$ cat src/rtl/itoaer.sv
// Number-to-text formatter: writes the ASCII image of a data-stack value plus a
// trailing space into byte memory, in signed decimal or unsigned hex.
module itoaer #(
  parameter int DSZ  = 32,
  parameter int ASZ  = 17,
  parameter int NDIG = 10
) (
  input  logic             clk,
  input  logic             rst,
  input  logic             en,
  input  logic             hex,
  input  logic [DSZ-1:0]   vi,
  input  logic [ASZ-1:0]   ai,
  output logic             mb_we,
  output logic [ASZ-1:0]   mb_ai,
  output logic [7:0]       mb_vi,
  output logic             bsy,
  output logic             done,
  output logic [7:0]       len
);

  localparam int CW = $clog2(NDIG + 1);
  localparam int BW = $clog2(DSZ);
  localparam logic [ASZ-1:0] AONE = 1;
  localparam logic [CW-1:0]  CONE = 1;
  localparam logic [BW-1:0]  BONE = 1;
  localparam logic [BW-1:0]  BLAST = BW'(DSZ - 1);

  typedef enum logic [2:0] {IDL, SGN, DIV, PUT, SPC, DONE} state_t;

  state_t          state, state_nx;
  logic [DSZ-1:0]  val;
  logic            hx;
  logic [ASZ-1:0]  ptr;
  logic [7:0]      cnt;
  logic [DSZ-1:0]  mag;
  logic [3:0]      rem;
  logic [BW-1:0]   bc;
  logic [3:0]      dig [NDIG];
  logic [CW-1:0]   dcnt;
  logic [ASZ-1:0]  hold_ai;
  logic [7:0]      hold_vi;

  logic            neg;
  logic [4:0]      trial;
  logic            qbit;
  logic [3:0]      rem_nx;
  logic [DSZ-1:0]  mag_q;
  logic            last_bit;
  logic [3:0]      top;
  logic [7:0]      top_ch;
  logic            push;
  logic [3:0]      push_d;

  // One restoring-division step by 10: shift the next dividend bit into the
  // remainder and subtract 10 when it fits; the quotient shifts into mag.
  always_comb begin
    neg      = !hx && val[DSZ-1];
    trial    = {rem, mag[DSZ-1]};
    qbit     = (trial >= 5'd10);
    rem_nx   = qbit ? 4'(trial - 5'd10) : trial[3:0];
    mag_q    = {mag[DSZ-2:0], qbit};
    last_bit = (bc == BLAST);
    top      = dig[dcnt - CONE];
    top_ch   = (top < 4'd10) ? (8'h30 + {4'h0, top}) : (8'h37 + {4'h0, top});
    push     = (state == DIV) && (hx || last_bit);
    push_d   = hx ? mag[3:0] : rem_nx;
  end

  always_ff @(posedge clk) begin
    if (rst) state <= IDL;
    else     state <= state_nx;
  end

  // mb_ai/mb_vi fall back to the last written values when not writing.
  always_comb begin
    state_nx = state;
    mb_we    = 1'b0;
    mb_ai    = hold_ai;
    mb_vi    = hold_vi;
    bsy      = 1'b1;
    done     = 1'b0;
    case (state)
      IDL: begin
        bsy = 1'b0;
        if (en) state_nx = SGN;
      end
      SGN: begin
        if (neg) begin
          mb_we = 1'b1;
          mb_ai = ptr;
          mb_vi = 8'h2D;
        end
        state_nx = DIV;
      end
      DIV: begin
        if (hx) begin
          if ((mag >> 4) == '0) state_nx = PUT;
        end else if (last_bit && mag_q == '0) begin
          state_nx = PUT;
        end
      end
      PUT: begin
        mb_we = 1'b1;
        mb_ai = ptr;
        mb_vi = top_ch;
        if (dcnt == CONE) state_nx = SPC;
      end
      SPC: begin
        mb_we    = 1'b1;
        mb_ai    = ptr;
        mb_vi    = 8'h20;
        state_nx = DONE;
      end
      DONE: begin
        bsy      = 1'b0;
        done     = 1'b1;
        state_nx = IDL;
      end
      default: state_nx = IDL;
    endcase
  end

  always_ff @(posedge clk) begin
    if (push) dig[dcnt] <= push_d;
  end

  always_ff @(posedge clk) begin
    if (rst) begin
      val     <= '0;
      hx      <= 1'b0;
      ptr     <= '0;
      cnt     <= '0;
      mag     <= '0;
      rem     <= '0;
      bc      <= '0;
      dcnt    <= '0;
      hold_ai <= '0;
      hold_vi <= '0;
      len     <= '0;
    end else begin
      if (mb_we) begin
        hold_ai <= mb_ai;
        hold_vi <= mb_vi;
      end
      case (state)
        IDL: begin
          if (en) begin
            val  <= vi;
            hx   <= hex;
            ptr  <= ai;
            cnt  <= '0;
            dcnt <= '0;
          end
        end
        SGN: begin
          rem <= '0;
          bc  <= '0;
          if (neg) begin
            mag <= '0 - val;
            ptr <= ptr + AONE;
            cnt <= cnt + 8'd1;
          end else begin
            mag <= val;
          end
        end
        DIV: begin
          if (hx) begin
            mag  <= mag >> 4;
            dcnt <= dcnt + CONE;
          end else if (last_bit) begin
            mag  <= mag_q;
            rem  <= '0;
            bc   <= '0;
            dcnt <= dcnt + CONE;
          end else begin
            mag <= mag_q;
            rem <= rem_nx;
            bc  <= bc + BONE;
          end
        end
        PUT: begin
          ptr  <= ptr + AONE;
          cnt  <= cnt + 8'd1;
          dcnt <= dcnt - CONE;
        end
        SPC: begin
          cnt <= cnt + 8'd1;
          len <= cnt + 8'd1;
        end
        default: ;
      endcase
    end
  end

endmodule

$ cat config.mk
export PLATFORM = sky130hd
export DESIGN_NAME = itoaer
export DESIGN_NICKNAME = d
export VERILOG_FILES = /design/src/rtl/itoaer.sv
export SDC_FILE = /design/constraint.sdc
export NUM_CORES = 1
export LEC_CHECK = 0
export ABC_CLOCK_PERIOD_IN_PS = 4960
export CAP_MARGIN = 20
export CORE_ASPECT_RATIO = 0.5
export CORE_MARGIN = 2
export CORE_UTILIZATION = 45
export CTS_CLUSTER_DIAMETER = 120
export DETAILED_ROUTE_END_ITERATION = 10
export GPL_ROUTABILITY_DRIVEN = 0
export GPL_TIMING_DRIVEN = 0
export PLACE_DENSITY = 0.65
export SLEW_MARGIN = 20
export SYNTH_ARGS = -nofsm -noshare
export SYNTH_HDL_FRONTEND = slang
export SYNTH_SLANG_ARGS = --single-unit
$ cat constraint.sdc
create_clock -name clk -period 4.96 [get_ports clk]
set_input_delay 1.488 -clock clk [delete_from_list [all_inputs] [get_ports clk]]
set_output_delay 1.488 -clock clk [all_outputs]
set_load 0.03 [all_outputs]
-- Yosys cells after proc, flatten, opt, wreduce, memory -nomap -nowiden
Memories as Yosys holds them, arrays and structs flattened.
Cells that the tools add are included.
- register bits after elaboration: 139
- latch bits: 0
- memory bits (writable): 40
- bits in read-only memories: 0
- bits of input ports: 53
- output and inout bits: 36
- logic and storage cells: 96
- memories: 1
- memory list (memory ; depth ; width ; read ports ; clocked after memory_dff ; write ports ; line ; text):
    dig ; 10 ; 4 ; 1 ; 0 ; 1 ; 39 ; logic [3:0] dig [NDIG];
- add/subtract/negate cells: 9
- $mul: 0
- div/mod/pow operators: 0
- $lt $le $gt $ge: 2
- equal/unequal tests: 14
- shifts and indexed selects: 0
- mux-type cells: 38
- bitwise operators: 0
- reductions and logical operators: 20
- operator list (operator ; count):
    logical NOT 32 bit ; 2
    two-way mux 32 bit ; 2
    case mux 32 bit (2 select lines) ; 1
    two-way mux 17 bit ; 3
    case mux 17 bit (3 select lines) ; 1
    case mux 8 bit (3 select lines) ; 2
    case mux 17 bit (2 select lines) ; 1
    subtractor 1 x 32 -> 32 bit, first input constant ; 1
    two-way mux 4 bit ; 7
    two-way mux 8 bit ; 3
    adder 17 x 1 -> 17 bit, second input constant ; 1
    two-way mux 3 bit ; 5
    case mux 3 bit (5 select lines) ; 1
    adder 6 x 4 -> 7 bit, first input constant ; 2
    case mux 4 bit (3 select lines) ; 1
    two-way mux 5 bit ; 2
    case mux 5 bit (2 select lines) ; 1
    AND reduction 3 bit ; 3
    nonzero test 3 bit ; 3
    adder 8 x 1 -> 8 bit, second input constant ; 1
    != test 2 bit, second input constant ; 4
    case mux 4 bit (2 select lines) ; 1
    two-way mux 7 bit ; 1
    equality test 3 x 2 -> 1 bit, second input constant ; 2
    other kinds (22) ; 32

-- Logic depth before layout (Yosys ltp)
- depth in word-level cells: 6
- mapped depth: 12
- mapped depth without buffers: 9

-- Worst setup path before layout
No wires, ideal clock.
- path type: register -> output
- start: register dcnt[0]
- end: output port mb_vi[2]
- data arrival time: 3131 ps
- data required time: 3472 ps
- slack: 341 ps
- stages on the path, launching flop included: 12
- buffers on the path: 3
- cells stage by stage: dfxtp_1 -> buf_2 -> inv_2 -> ha_1 -> buf_2 -> buf_4 -> mux2i_1 -> mux4_2 -> mux2_2 -> ha_1 -> a21o_1 -> a31oi_1
- cells in the longest elaborated chain, start to end: 5
- elaborated cells on any way between the ends: 7
- classes of those cells: add/sub: 3; order compare: 1; mux: 2; memory: 1
- ends and longest elaborated chain (element ; line ; text):
    start, declared ; 40 ; logic [CW-1:0] dcnt;
    start signal, assigned ; 170 ; dcnt <= dcnt + CONE;
    start signal, assigned ; 175 ; dcnt <= dcnt + CONE;
    start signal, assigned ; 185 ; dcnt <= dcnt - CONE;
    subtractor 4 x 1 -> 4 bit (*) ; 64 ; top = dig[dcnt - CONE];
    memory read (10 x 4 bit) (*) ; n/a ;
    adder 6 x 4 -> 7 bit / less-than comparator 4 bit (equally long branches) ; 65 ; top_ch = (top < 4'd10) ? (8'h30 + {4'h0, top}) : (8'h37 + {4'h0, top});
    two-way mux 7 bit (*) ; 65 ;
    case mux 8 bit (3 select lines) (*) ; 83 ; case (state)
    end, declared ; 16 ; output logic [7:0] mb_vi,
Every way passes the cells marked *; elsewhere a longest branch is shown, timed or not.

-- Worst setup path in the final report
- start: register dcnt[0]
- end: output port mb_vi[3]
Same word-level chain as after synthesis.

==> flow_metrics.tcl <==
set metrics [dict create \
    dr.pass1.iters 5 \
    rsz0062_at_grt "false" \
    startpoint_type "flop" \
    synth_ff_type "dfxtp_1" \
    setup_viol 0 \
    fin_skew_ns 0.0110 \
    clock_sinks 179 \
    grt_pass1_wl_um 39700 \
    postSynthRegisterBits 179 \
    crit_start "dcnt[0]" \
    drc_errors 0 \
    hp-class "reg2reg" \
    syn-num-nets 1129 \
    wirelength_um 25000 \
    hold_viol 0 \
    worstHoldPathCells 2 \
    numCtsBuffers 17 \
    crit_chain "buf_6, inv_8, ha_4, buf_6, mux2i_1, mux4_2, mux2_4, buf_4, and2_1, a31o_1, dlygate4sd2_1" \
    fin_crit_sh_pct 96.4 \
    portBuffers 87 \
    syn_to_final_growth_pct 20.0 \
    synth.cell_area_um2 9050 \
    required_ns 3.47 \
    seq_area_frac_synth_pct 44.0 \
    wire_per_inst_um 17.2 \
    slowest_stage "mux4_2" \
    drive_gt1_share_pct 7.27 \
    dpl.hpwl_um 18500 \
    diodes 0 \
    slew_headroom_pct 36.4 \
    netlist_instances 1064 \
    design.core.area_um2 19600 \
    yosys_warnings 0 \
    crit_end "mb_vi[3]" \
    slowest_delay_ns 0.49 \
    start_util_pct 46.2 \
    drt_iter0_drc 436 \
    cts_max_level 4 \
    fp.dieH_um 104 \
    grt_pass1_vias 7682 \
    vdd_drop_max_mv 0.279 \
    syn_avg_cell_area_um2 8.51 \
    fin_tns_setup_ns 0 \
    grt_use_total_pct 23.7 \
    clkTransAtPathRegs_ns 0.07 \
    synth_edf_count 40 \
    vias 8106 \
    ios 89 \
    dieArea_um2 21300 \
    reg2reg_slack_ns 2.14 \
    tightest_slew_ns 0.948 \
    rr_worst_depth 6 \
    outcome "complete, no violations" \
    ant_nets 0 \
    worstSetupEndpointType "output port" \
    fmax_mhz 209 \
    p_leak_nw 3.78 \
    cts_tree "done" \
    cts_root_buffer "clkbuf_16" \
    crit_top_cell "buf_6" \
    post-route-util_pct 55.4 \
    drt-vias-per-instance 5.59 \
    dp.cells 1417 \
    path_class "reg2out" \
    clkLatencyLatePin_ns 0.45 \
    maxCapViolations 0 \
    r2r_end "dig[4][1]" \
    nets 1235 \
    grt_max_degree 17 \
    fp.dieW_um 205 \
    arrival_ns 3.29 \
    num_rows 36 \
    path_max_fanout 15 \
    ys_async_sr_fraction_pct 0 \
    fin_cells 1449 \
    cts.path.max_buffers 2 \
    power.density_nw_per_um2 349 \
    antenna_found_initial 0 \
    yosysUniqueCellTypes 70 \
    hold_buffers 0 \
    drv_slew 0 \
    gr-total-overflow 0 \
    period_minus_slack_ns 4.78 \
    r2r-start "state[1]" \
]
-- synthesized netlist by cell type, drive strengths merged (7+ instances only) --
library cell / count / area [µm²]
a211oi: 10 / 75.1
xnor2: 32 / 280
nand2: 212 / 796
o31ai: 12 / 95.1
mux2i: 46 / 460
and2: 17 / 106
nor4: 11 / 75.1
nand4: 8 / 56.3
and3: 14 / 87.6
ha: 12 / 150
buf: 11 / 63.8
nor2: 72 / 270
clkbuf: 59 / 221
dfxtp: 139 / 2780
a31oi: 7 / 43.8
a221oi: 11 / 109
o21ai: 51 / 255
nand3: 21 / 105
inv: 20 / 75.1
o211ai: 19 / 143
edfxtp: 40 / 1200
nand2b: 7 / 43.8
a21oi: 120 / 601
xor2: 9 / 78.8
nor3: 22 / 110
-- cells by family (layout without fill, tap and decap cells) --
kind of cell | after synthesis | in the layout | share of synthesized area [%]
and+or+nand+nor | 415 | 415 | 20.8
AOI/OAI and AO/OA | 272 | 272 | 18.9
DFF | 179 | 179 | 44.0
buffers and inverters | 90 | 209 | 3.98
muxes | 55 | 55 | 6.71
xor gates and xnor gates | 41 | 41 | 3.97
adders and majority gates | 12 | 12 | 1.66
-- cell type report --
type                            instances  area, µm²
Fill cell                            1829       8740
Sequential cell                       179       3990
Inverter                               20       82.6
Clock inverter                         14        103
Tap cell                              266        333
Multi-Input combinational cell        795       4760
Clock buffer                           18        429
Buffer                                 68        292
Timing Repair Buffer                   89        870
-- placed cells by master, fill, tap and decap left out, types with 5 or more instances in the layout --
master and n:
edfxtp_1 40, buf_4 5, and3_1 14, buf_2 6
o21ai_0 41, nand2_1 211, nand3b_1 6, mux2i_1 46
a31oi_1 6, xnor2_1 32, clkbuf_1 55, clkdlybuf4s50_1 80
clkbuf_16 17, ha_1 10, nor4_1 10, a211oi_1 9
or3_1 5, nand3_1 21, and2_1 17, xor2_1 8
o21ai_1 10, dfxtp_1 137, nand4_1 7, a221oi_1 9
a22oi_1 5, a21oi_1 119, a21o_1 5, nor2b_1 6
inv_1 17, inv_6 6, nor2_1 71, nand2b_1 6
nor3_1 22, o31ai_1 10, nor3b_1 5, o211ai_1 19
-- worst min-delay path by stage --
stage	start	to
detailed placement	hold_ai[12]	hold_ai[12]
floorplan	bc[4]	bc[4]
global route	hold_ai[3]	hold_ai[3]
finish	hold_ai[11]	hold_ai[11]
global placement	bc[4]	bc[4]
CTS	hold_ai[12]	hold_ai[12]
-- worst max-delay path: cells and delay by family, from the launching register on --
| family | cells | cell delay, ns |
|---|---|---|
| adders and majority gates | 1 | 0.25 |
| buffers and inverters | 5 | 0.87 |
| AOI/OAI and AO/OA | 1 | 0.25 |
| muxes | 3 | 0.93 |
| and+or+nand+nor | 1 | 0.17 |
| DFF | 1 | 0.35 |
-- sequential cells by signal, summed over array words and instances (netlist names) --
| signal | count |
|---|---|
| hold_vi | 8 |
| dig | 40 |
| dcnt | 4 |
| cnt | 8 |
| bc | 5 |
| val | 32 |
| len | 8 |
| rem | 4 |
| hx | 1 |
| state | 3 |
| mag | 32 |
| hold_ai | 17 |
| ptr | 17 |
-- metal layers --
layer  global-route usage (%)  part of all wire (%)
met1                     32.5                    47
met2                     38.0                    46
met3                     4.61                   5.4
met4                     6.63                   1.4
met5                        0                     0
-- timing repair --
| action | 4_1_cts | 5_1_grt |
|---|---|---|
| endpoints found under the setup margin | 18 | 22 |
| setup buffers | 1 | 1 |
| pin swaps | 2 | 1 |
| gates resized for setup | 50 | 12 |
-- per-stage QoR --
stage	setup WS (ns)	cell area, µm²	hold slack [ns]	total power [mW]
finish	0.181	10900	0.457	3.78
global route	0.0335	10900	0.481	3.95
CTS	0.000724	10800	0.462	3.79
detailed placement	-0.518	10300	0.453	2.53
global placement	-0.504	10300	0.446	2.52
floorplan	0.341	9050	0.436	2.25
-- power breakdown --
| group | switching [mW] | internal [mW] |
|---|---|---|
| sequential | 0.0996 | 1.57 |
| clock | 0.615 | 0.647 |
| combinational | 0.533 | 0.318 |
Power figures use the tool's default switching activity.
